$ cat config.mk
export PLATFORM = sky130hd
export DESIGN_NAME = instr_fetch_responder
export DESIGN_NICKNAME = d
export VERILOG_FILES = /design/src/rtl/instr_fetch_responder.sv
export SDC_FILE = /design/constraint.sdc
export NUM_CORES = 1
export LEC_CHECK = 0
export ABC_AREA = 1
export CAP_MARGIN = 20
export CELL_PAD_IN_SITES_DETAIL_PLACEMENT = 2
export CELL_PAD_IN_SITES_GLOBAL_PLACEMENT = 2
export CORE_AREA = 2 2 262 264
export DETAILED_ROUTE_END_ITERATION = 12
export DIE_AREA = 0 0 264 266
export PLACE_DENSITY = 0.84
export SETUP_SLACK_MARGIN = 0.15
export SYNTH_ARGS = -nofsm -noshare
export SYNTH_HDL_FRONTEND = slang
export SYNTH_SLANG_ARGS = --single-unit
$ cat constraint.sdc
create_clock -name clk -period 4.85 [get_ports clk]
set_input_delay 0.97 -clock clk [delete_from_list [all_inputs] [get_ports clk]]
set_output_delay 0.97 -clock clk [all_outputs]
set_load 0.01 [all_outputs]
$ cat src/rtl/instr_fetch_responder.sv
// ---------------------------------------------------------------------------
// instr_fetch_responder
//
// Instruction-memory responder for a core fetch port. A sequence driver
// pushes instruction words into an internal FIFO; every granted core fetch
// is answered with the FIFO head word, or with NOP_INSTR when the FIFO is
// empty. The response appears RESP_LATENCY cycles after the grant, with at
// most one fetch outstanding. For RESP_LATENCY=1 a fetch can be granted in
// the same cycle that the previous one is answered, giving one fetch per
// cycle.
//
// Parameters:
//   DEPTH        FIFO entries (power of two, >= 2)
//   RESP_LATENCY cycles from grant to rvalid (1..7)
//   NOP_INSTR    word returned when the FIFO is empty
//
// Ports:
//   clk              core clock
//   rst_i            synchronous reset, active-high
//   push_valid_i     driver offers push_instr_i
//   push_ready_o     FIFO not full (no pass-through when full)
//   push_instr_i     instruction word to queue
//   instr_req_i      core fetch request
//   instr_addr_i     core fetch address
//   instr_gnt_o      fetch granted (combinational from req and state)
//   instr_rvalid_o   response valid, one cycle per granted fetch
//   instr_rdata_o    response word, held while rvalid is low
//   level_o          FIFO occupancy
//   fetch_cnt_o      granted fetches (wraps at 2^32)
//   nop_cnt_o        NOP substitutions (wraps at 2^32)
//   last_addr_o      address of the most recent granted fetch
//
// Optional feature, macro FETCH_RESP_BRANCH_DETECT_EN:
//   branch_o         one-cycle pulse after a grant (other than the first one
//                    since reset) whose address is not last_addr_o + 4
//   branch_target_o  address of the most recent detected branch
// ---------------------------------------------------------------------------
module instr_fetch_responder #(
    parameter int          DEPTH        = 16,
    parameter int          RESP_LATENCY = 1,
    parameter logic [31:0] NOP_INSTR    = 32'h00000013
) (
    input  logic                         clk,
    input  logic                         rst_i,
    input  logic                         push_valid_i,
    output logic                         push_ready_o,
    input  logic [31:0]                  push_instr_i,
    input  logic                         instr_req_i,
    input  logic [31:0]                  instr_addr_i,
    output logic                         instr_gnt_o,
    output logic                         instr_rvalid_o,
    output logic [31:0]                  instr_rdata_o,
    output logic [$clog2(DEPTH+1)-1:0]   level_o,
    output logic [31:0]                  fetch_cnt_o,
    output logic [31:0]                  nop_cnt_o,
`ifdef FETCH_RESP_BRANCH_DETECT_EN
    output logic [31:0]                  last_addr_o,
    output logic                         branch_o,
    output logic [31:0]                  branch_target_o
`else
    output logic [31:0]                  last_addr_o
`endif
);

    localparam int             AW       = $clog2(DEPTH);
    localparam int             LW       = $clog2(DEPTH + 1);
    localparam logic [LW-1:0]  FULL_LVL = LW'(DEPTH);
    localparam logic [2:0]     LAT_INIT = 3'(RESP_LATENCY - 1);

    typedef enum logic [1:0] {
        ST_IDLE,
        ST_WAIT,
        ST_RESP
    } state_t;

    state_t          state_q;
    state_t          state_d;
    logic [2:0]      lat_q;
    logic [2:0]      lat_d;
    logic            grant;

    logic [31:0]     mem [DEPTH];
    logic [AW-1:0]   wr_ptr_q;
    logic [AW-1:0]   rd_ptr_q;
    logic [LW-1:0]   level_q;
    logic            fifo_empty;
    logic            push;
    logic            pop;
    logic [31:0]     fetch_word;

    logic [31:0]     resp_word_p0;
    logic [31:0]     rdata_p1;
    logic            vld_p1;
    logic [31:0]     fetch_cnt_q;
    logic [31:0]     nop_cnt_q;
    logic [31:0]     last_addr_q;

    // -----------------------------------------------------------------------
    // FIFO
    // -----------------------------------------------------------------------
    assign push_ready_o = (level_q != FULL_LVL);
    assign fifo_empty   = (level_q == '0);
    assign push         = push_valid_i && push_ready_o;
    // A word pushed into an empty FIFO is not visible to a grant in the same
    // cycle; that grant receives NOP_INSTR.
    assign pop          = grant && !fifo_empty;
    assign fetch_word   = fifo_empty ? NOP_INSTR : mem[rd_ptr_q];

    always_ff @(posedge clk) begin
        if (push) begin
            mem[wr_ptr_q] <= push_instr_i;
        end
    end

    always_ff @(posedge clk) begin
        if (rst_i) begin
            wr_ptr_q <= '0;
            rd_ptr_q <= '0;
            level_q  <= '0;
        end else begin
            if (push) begin
                wr_ptr_q <= wr_ptr_q + AW'(1);
            end
            if (pop) begin
                rd_ptr_q <= rd_ptr_q + AW'(1);
            end
            case ({push, pop})
                2'b10:   level_q <= level_q + LW'(1);
                2'b01:   level_q <= level_q - LW'(1);
                default: level_q <= level_q;
            endcase
        end
    end

    // -----------------------------------------------------------------------
    // Fetch handshake FSM
    // -----------------------------------------------------------------------
    always_comb begin
        state_d = state_q;
        lat_d   = lat_q;
        grant   = 1'b0;
        case (state_q)
            ST_IDLE, ST_RESP: begin
                // Masking with rst_i keeps gnt low while reset is applied.
                grant = instr_req_i && !rst_i;
                if (grant) begin
                    lat_d   = LAT_INIT;
                    state_d = (RESP_LATENCY > 1) ? ST_WAIT : ST_RESP;
                end else begin
                    state_d = ST_IDLE;
                end
            end
            ST_WAIT: begin
                if (lat_q <= 3'd1) begin
                    state_d = ST_RESP;
                end else begin
                    lat_d = lat_q - 3'd1;
                end
            end
            default: begin
                state_d = ST_IDLE;
            end
        endcase
    end

    always_ff @(posedge clk) begin
        if (rst_i) begin
            state_q <= ST_IDLE;
            lat_q   <= 3'd0;
        end else begin
            state_q <= state_d;
            lat_q   <= lat_d;
        end
    end

    // -----------------------------------------------------------------------
    // Stage p0: word captured at grant, waits here during the latency
    // -----------------------------------------------------------------------
    always_ff @(posedge clk) begin
        if (grant) begin
            resp_word_p0 <= fetch_word;
        end
    end

    always_ff @(posedge clk) begin
        if (rst_i) begin
            fetch_cnt_q <= '0;
            nop_cnt_q   <= '0;
            last_addr_q <= '0;
        end else if (grant) begin
            fetch_cnt_q <= fetch_cnt_q + 32'd1;
            last_addr_q <= instr_addr_i;
            if (fifo_empty) begin
                nop_cnt_q <= nop_cnt_q + 32'd1;
            end
        end
    end

    // -----------------------------------------------------------------------
    // Stage p1: response presented to the core
    // -----------------------------------------------------------------------
    // The output word only changes on entry to RESP so that it holds while
    // rvalid is low. With a one-cycle latency the word comes straight from
    // the FIFO head; otherwise it was parked in resp_word_p0.
    always_ff @(posedge clk) begin
        if (rst_i) begin
            rdata_p1 <= NOP_INSTR;
        end else if (state_d == ST_RESP) begin
            rdata_p1 <= grant ? fetch_word : resp_word_p0;
        end
    end

    assign vld_p1 = (state_q == ST_RESP);

`ifdef FETCH_RESP_BRANCH_DETECT_EN
    logic        seen_fetch_q;
    logic        branch_q;
    logic [31:0] branch_target_q;

    // The first grant after reset has no predecessor, so it never counts as
    // a branch.
    always_ff @(posedge clk) begin
        if (rst_i) begin
            seen_fetch_q    <= 1'b0;
            branch_q        <= 1'b0;
            branch_target_q <= '0;
        end else begin
            branch_q <= 1'b0;
            if (grant) begin
                seen_fetch_q <= 1'b1;
                if (seen_fetch_q && (instr_addr_i != last_addr_q + 32'd4)) begin
                    branch_q        <= 1'b1;
                    branch_target_q <= instr_addr_i;
                end
            end
        end
    end

    assign branch_o        = branch_q;
    assign branch_target_o = branch_target_q;
`endif

    assign instr_gnt_o    = grant;
    assign instr_rvalid_o = vld_p1;
    assign instr_rdata_o  = rdata_p1;
    assign level_o        = level_q;
    assign fetch_cnt_o    = fetch_cnt_q;
    assign nop_cnt_o      = nop_cnt_q;
    assign last_addr_o    = last_addr_q;

endmodule

==> impl_metrics.toml, run 1 <==
[outcome]
status = "finished clean"

[placed_design]
post-dp-hpwl_mm = 65.0
gp_congestion = 0.856
pre_cts_slack_ns = 0.646
io_buffers = 203

[critical_path]
r2r-end = "instr_rdata_o[28]"
path_max_fanout = 36
crit_path_end_kind = "primary output"
cp.arrival_ns = 2.83
cp.required_ns = 3.88
r2r_cells = 12
critPathLaunch = "instr_req_i"
endpoint = "instr_gnt_o"
crit_type = "in -> out"
r2r_slack_ns = 1.07
start_kind = "input pin"

[global_route]
track_usage_pct = 32.8
grt_pass1_wl_mm = 171
overflow = 0
grt_max_degree = 188
grt_pass1_vias = 24660
antenna_found_initial = 0

[clock_network]
htree_levels = 3
post_cts_buffers = 0
cts_resized = 0
postCtsHoldBufs = 0
root_buffer = "clkbuf_16"
cts_buffers = 77
clk-insertion-delay-late_ns = 0.64
clkSlewWorstSetupHoldPaths_ns = 0.06
clock_sinks = 694
cts_tree = "yes"
cts_max_path_buffers = 3

[die]
die_width_um = 264
coreArea_mm2 = 0.0677
rows = 96
fp.dieArea_mm2 = 0.0702
start_util_pct = 41.3
die_h_um = 266
io_pins = 204

[pwr]
max-vdd-ir-drop_mv = 0.235
power_density_mw_per_mm2 = 446
p_leak_nw = 11.7

[yosys]
ys_ff_latch = 694
netlist_instances = 2569
synth-main-ff-cell = "edfxtp_1"
yosys.area.top_type = "edfxtp_1"
synth_seq_area_share_pct = 68.0
ys_top_cells_by_area = "edfxtp_1 (55%), dfxtp_1 (13%), o21ai_0 (5.6%)"
synth_area_mm2 = 0.0280
yosys_warnings = 0
synth_top_area_share_pct = 54.9
synth_common_cells = "edfxtp_1 (512), nor2_1 (413), nand2_1 (323), o21ai_0 (315), dfxtp_1 (182)"
syn-num-nets = 2649
synth.avg_cell_area_um2 = 10.9
synth_cell_types = 48
ys_async_sr_fraction_pct = 0
synthMostInstantiatedCell = "edfxtp_1"
synth_edf_count = 512

[timing]
slew_headroom_pct = 25.7
rsz0062_at_grt = "false"
max_freq_ghz = 0.263
hold_viol = 0
worstMarginPinSlew_ns = 1.11
finalClockSkew_ns = 0.0245
fin_ws_ns = 1.05
drv_slew = 0
fin_crit_ns = 3.80
final.setup.tns_ns = 0
setup_viol = 0
fin_crit_sh_pct = 78.4

[routing]
ant_nets = 0
drc = 0
drt-initial-drc-count = 2249
vias = 22138
wire_per_inst_um = 31.5
vias_per_cell = 6.01
postRouteWirelength_mm = 116
drt_first_pass_iters = 5

[layout]
drive_gt1_share_pct = 7.49
nets = 2824
area_growth_pct = 19.9
diodes = 0
fillers = 6690

[job]
maxCapViolations = 0

[worst_hold_path]
hold_class = "reg -> reg"
==> state kept, by name, indices dropped and copies added (netlist names), named ones only <==
register and cells:
resp_word_p0 32, instr_rdata_o 32, rd_ptr_q 4, state_q 2, last_addr_o 32, mem 512
level_o 5, lat_q 3, fetch_cnt_o 32, nop_cnt_o 32, wr_ptr_q 4
==> how the worst min path moves through the flow <==
stage	start	to	slack, ns	cells past startpoint
3_3_place_gp	resp_word_p0[29]	resp_word_p0[29]	0.44	2
4_1_cts	resp_word_p0[6]	resp_word_p0[6]	0.46	2
3_5_place_dp	resp_word_p0[6]	resp_word_p0[6]	0.44	2
5_1_grt	last_addr_o[1]	last_addr_o[1]	0.50	2
2_1_floorplan	resp_word_p0[10]	resp_word_p0[10]	0.42	2
6_report	resp_word_p0[6]	resp_word_p0[6]	0.46	2
==> layout by cell type (no fill, tap or decap), types with 23 or more instances in the layout <==
master and count:
edfxtp_1 512, nor2_1 397, nand2_1 323, o21ai_0 315, clkdlybuf4s50_1 202, dfxtp_1 179
inv_1 151, nand3_1 126, o211ai_1 99, clkbuf_16 81, a21oi_1 69, o21ai_1 33
o21bai_1 30, nor3_1 30, buf_4 29, o22ai_1 25, clkinv_2 23
==> cell type report <==
| type | count | area, um2 | area share, % |
|---|---|---|---|
| Clock buffer | 95 | 2110 | 6.29 |
| Clock inverter | 44 | 423 | 1.26 |
| Inverter | 157 | 596 | 1.77 |
| Multi-Input combinational cell | 1573 | 7860 | 23.4 |
| Sequential cell | 694 | 19000 | 56.7 |
| Tap cell | 882 | 1100 | 3.29 |
| Timing Repair Buffer | 241 | 2440 | 7.27 |
==> report_power, final <==
| group | total, mW | leakage, nW | switching [mW] | internal [mW] |
|---|---|---|---|---|
| Sequential | 6.83 | 6.12 | 0.216 | 6.61 |
| Clock | 6.19 | 1.25 | 2.67 | 3.52 |
| Combinational | 1.96 | 4.33 | 1.40 | 0.555 |
==> stage by stage <==
step                      cell area [um2]  util [%]  instances  hold WS [ns]  power, mW
after CTS                           33500      49.4       3684         0.465       15.0
after floorplan                     28000         -       2569         0.423       7.86
after global routing                33600      49.5       3686         0.496       15.4
after global placement              30900      45.7       3543         0.438       8.54
after detailed placement            31000      45.7       3545         0.440       8.74
final                               33600      49.5       3686         0.463       15.0
==> critical path, stage by stage <==
cell	delay [ns]
clkdlybuf4s50_1	0.52
nand3_4	0.09
inv_2	0.55
clkdlybuf4s50_1	0.68
==> per-layer routing <==
layer  vias to the layer above  track usage [%]  wire length [um]
li1                       9353                -                 -
met4                         0             19.0              7200
met2                       951             56.8             58300
met3                       340             4.90              6230
met1                     11494             39.1             44300
met5                         -                0                 0
==> cells by family (layout without fill, tap and decap cells) <==
family / count (synthesis) / in the layout / share of synthesized area [%]
simple gates: 962 / 962 / 14.8
buf+inv: 302 / 537 / 4.39
flops: 694 / 694 / 68.0
fa+ha+maj: 12 / 12 / 0.537
compound gates: 580 / 580 / 11.7
xor+xnor: 19 / 19 / 0.595
No activity file was read; power rests on OpenSTA's default activity.
==> run 2: changes to the inputs <==
--- a/config.mk
+++ b/config.mk
@@ -9,10 +9,10 @@
 export CAP_MARGIN = 20
 export CELL_PAD_IN_SITES_DETAIL_PLACEMENT = 2
 export CELL_PAD_IN_SITES_GLOBAL_PLACEMENT = 2
-export CORE_AREA = 2 2 262 264
+export CORE_AREA = 2 2 271 273
 export DETAILED_ROUTE_END_ITERATION = 12
-export DIE_AREA = 0 0 264 266
-export PLACE_DENSITY = 0.84
+export DIE_AREA = 0 0 273 275
+export PLACE_DENSITY = 0.79
 export SETUP_SLACK_MARGIN = 0.15
 export SYNTH_ARGS = -nofsm -noshare
 export SYNTH_HDL_FRONTEND = slang
==> constraint.sdc (replaced) <==
create_clock -name clk -period 3.75 [get_ports clk]
set_input_delay 0.75 -clock clk [delete_from_list [all_inputs] [get_ports clk]]
set_output_delay 0.75 -clock clk [all_outputs]
set_load 0.01 [all_outputs]
==> run 2 against run 1 <==
Compared with the run above:
- clock power increased by 17%
- clock skew fell by 0.0029 ns
- total power increased by 23%
- critical path type unchanged
==> impl_metrics.toml, run 2 (synthesized netlist as in run 1, its figures left out) <==
[timing]
drv_slew = 0
finalClockSkew_ns = 0.0216
slew_headroom_pct = 34.5
max_freq_ghz = 0.355
fin_crit_sh_pct = 75.1
hold_viol = 0
rsz0062_at_grt = "false"
fin_ws_ns = 0.934
worstMarginPinSlew_ns = 0.983
fin_crit_ns = 2.82
whs_ns = 0.466
final.setup.tns_ns = 0
setup_viol = 0

[global_route]
antenna_found_initial = 4
track_usage_pct = 26.0
grt_pass1_vias = 23250
grt_max_degree = 164
grt_pass1_wl_mm = 147
overflow = 0

[die]
start_util_pct = 38.7
die_width_um = 273
coreArea_mm2 = 0.0723
fp.dieArea_mm2 = 0.0751
die_h_um = 275
io_pins = 204
rows = 99

[layout]
regMostFlops = "mem"
most-common-layout-cells = "edfxtp_1 (512), nor2_1 (397), nand2_1 (323), o21ai_0 (315), clkdlybuf4s50_1 (202)"
stdcell_count = 3774
stdcell_area_mm2 = 0.0336
drive_gt1_share_pct = 7.15
fin_util_pct = 46.5
area_growth_pct = 20.2
nets = 2832
largest_reg_flops = 512
final_common_cell = "edfxtp_1"

[routing]
drt_first_pass_iters = 5
drt-initial-drc-count = 1423
wire_per_inst_um = 26.1
drc = 0
ant_nets = 0
vias = 20812
vias_per_cell = 5.51
postRouteWirelength_mm = 98.5

[clock_network]
htree_levels = 3
cts_buffers = 76
postCtsHoldBufs = 0
clk-insertion-delay-late_ns = 0.63
cts_resized = 0
cts_max_path_buffers = 3
root_buffer = "clkbuf_16"
clkSlewWorstSetupHoldPaths_ns = 0.06
clock_sinks = 694
cts_tree = "yes"
post_cts_buffers = 0

[pwr]
power.total_mw = 18.4
max-vdd-ir-drop_mv = 0.299
p_leak_nw = 11.7
power_density_mw_per_mm2 = 546

[critical_path]
start_kind = "input pin"
path_max_fanout = 4
crit_path_end_kind = "primary output"
crit_type = "in -> out"
cp.arrival_ns = 2.07
cp.required_ns = 3.00

[placed_design]
gp_congestion = 0.844
dp.cells = 3631
io_buffers = 203
pre_cts_slack_ns = 0.494
place_area_mm2 = 0.0312
post-dp-hpwl_mm = 59.3

[worst_hold_path]
hold_class = "reg -> reg"

[outcome]
status = "finished clean"

[job]
maxCapViolations = 0
==> run 2: cell types whose count changed in the layout (fill, tap and decap cells not counted), sizes merged <==
cell      delta
buf          +9
bufinv       -6
clkbuf      +16
clkinv       -9
clkinvlp     -4
diode        +2
inv          +3
==> run 2: layer usage <==
metal	track usage, %	wire length, um	vias to the layer above
li1	-	-	9379
met1	30.5	38800	10852
met2	48.3	52800	411
met3	3.22	3140	166
met4	10.4	3750	4
met5	0	26	-
==> run 2: critical path, cell delays in order <==
cell             delay (ns)
clkdlybuf4s50_1        0.50
nand3_4                0.09
inv_2                  0.11
clkdlybuf4s50_1        0.61
==> run 2: worst paths after layout <==
path                            slack [ns]                end            start  depth (start not counted)
worst max register to register        1.07  instr_rdata_o[15]         register                          9
worst max-delay path                  0.93        instr_gnt_o      instr_req_i                          4
worst min register to register        0.47    last_addr_o[25]  last_addr_o[25]                          2
worst min-delay path                  0.47    last_addr_o[25]  last_addr_o[25]                          2
==> run 2: final cells by class <==
class                      count  area [um2]
clock inverter                28         206
fill                        7341       38700
tap                          959        1200
antenna                        2        5.00
multi-input combinational   1573        7860
sequential                   694       19000
inverter                     157         596
clock buffer                 111        2140
timing repair buffer         250        2610
==> run 2: where the power goes <==
group / switching, mW / internal [mW]
sequential: 0.174 / 8.55
clock: 3.14 / 4.10
combinational: 1.66 / 0.733
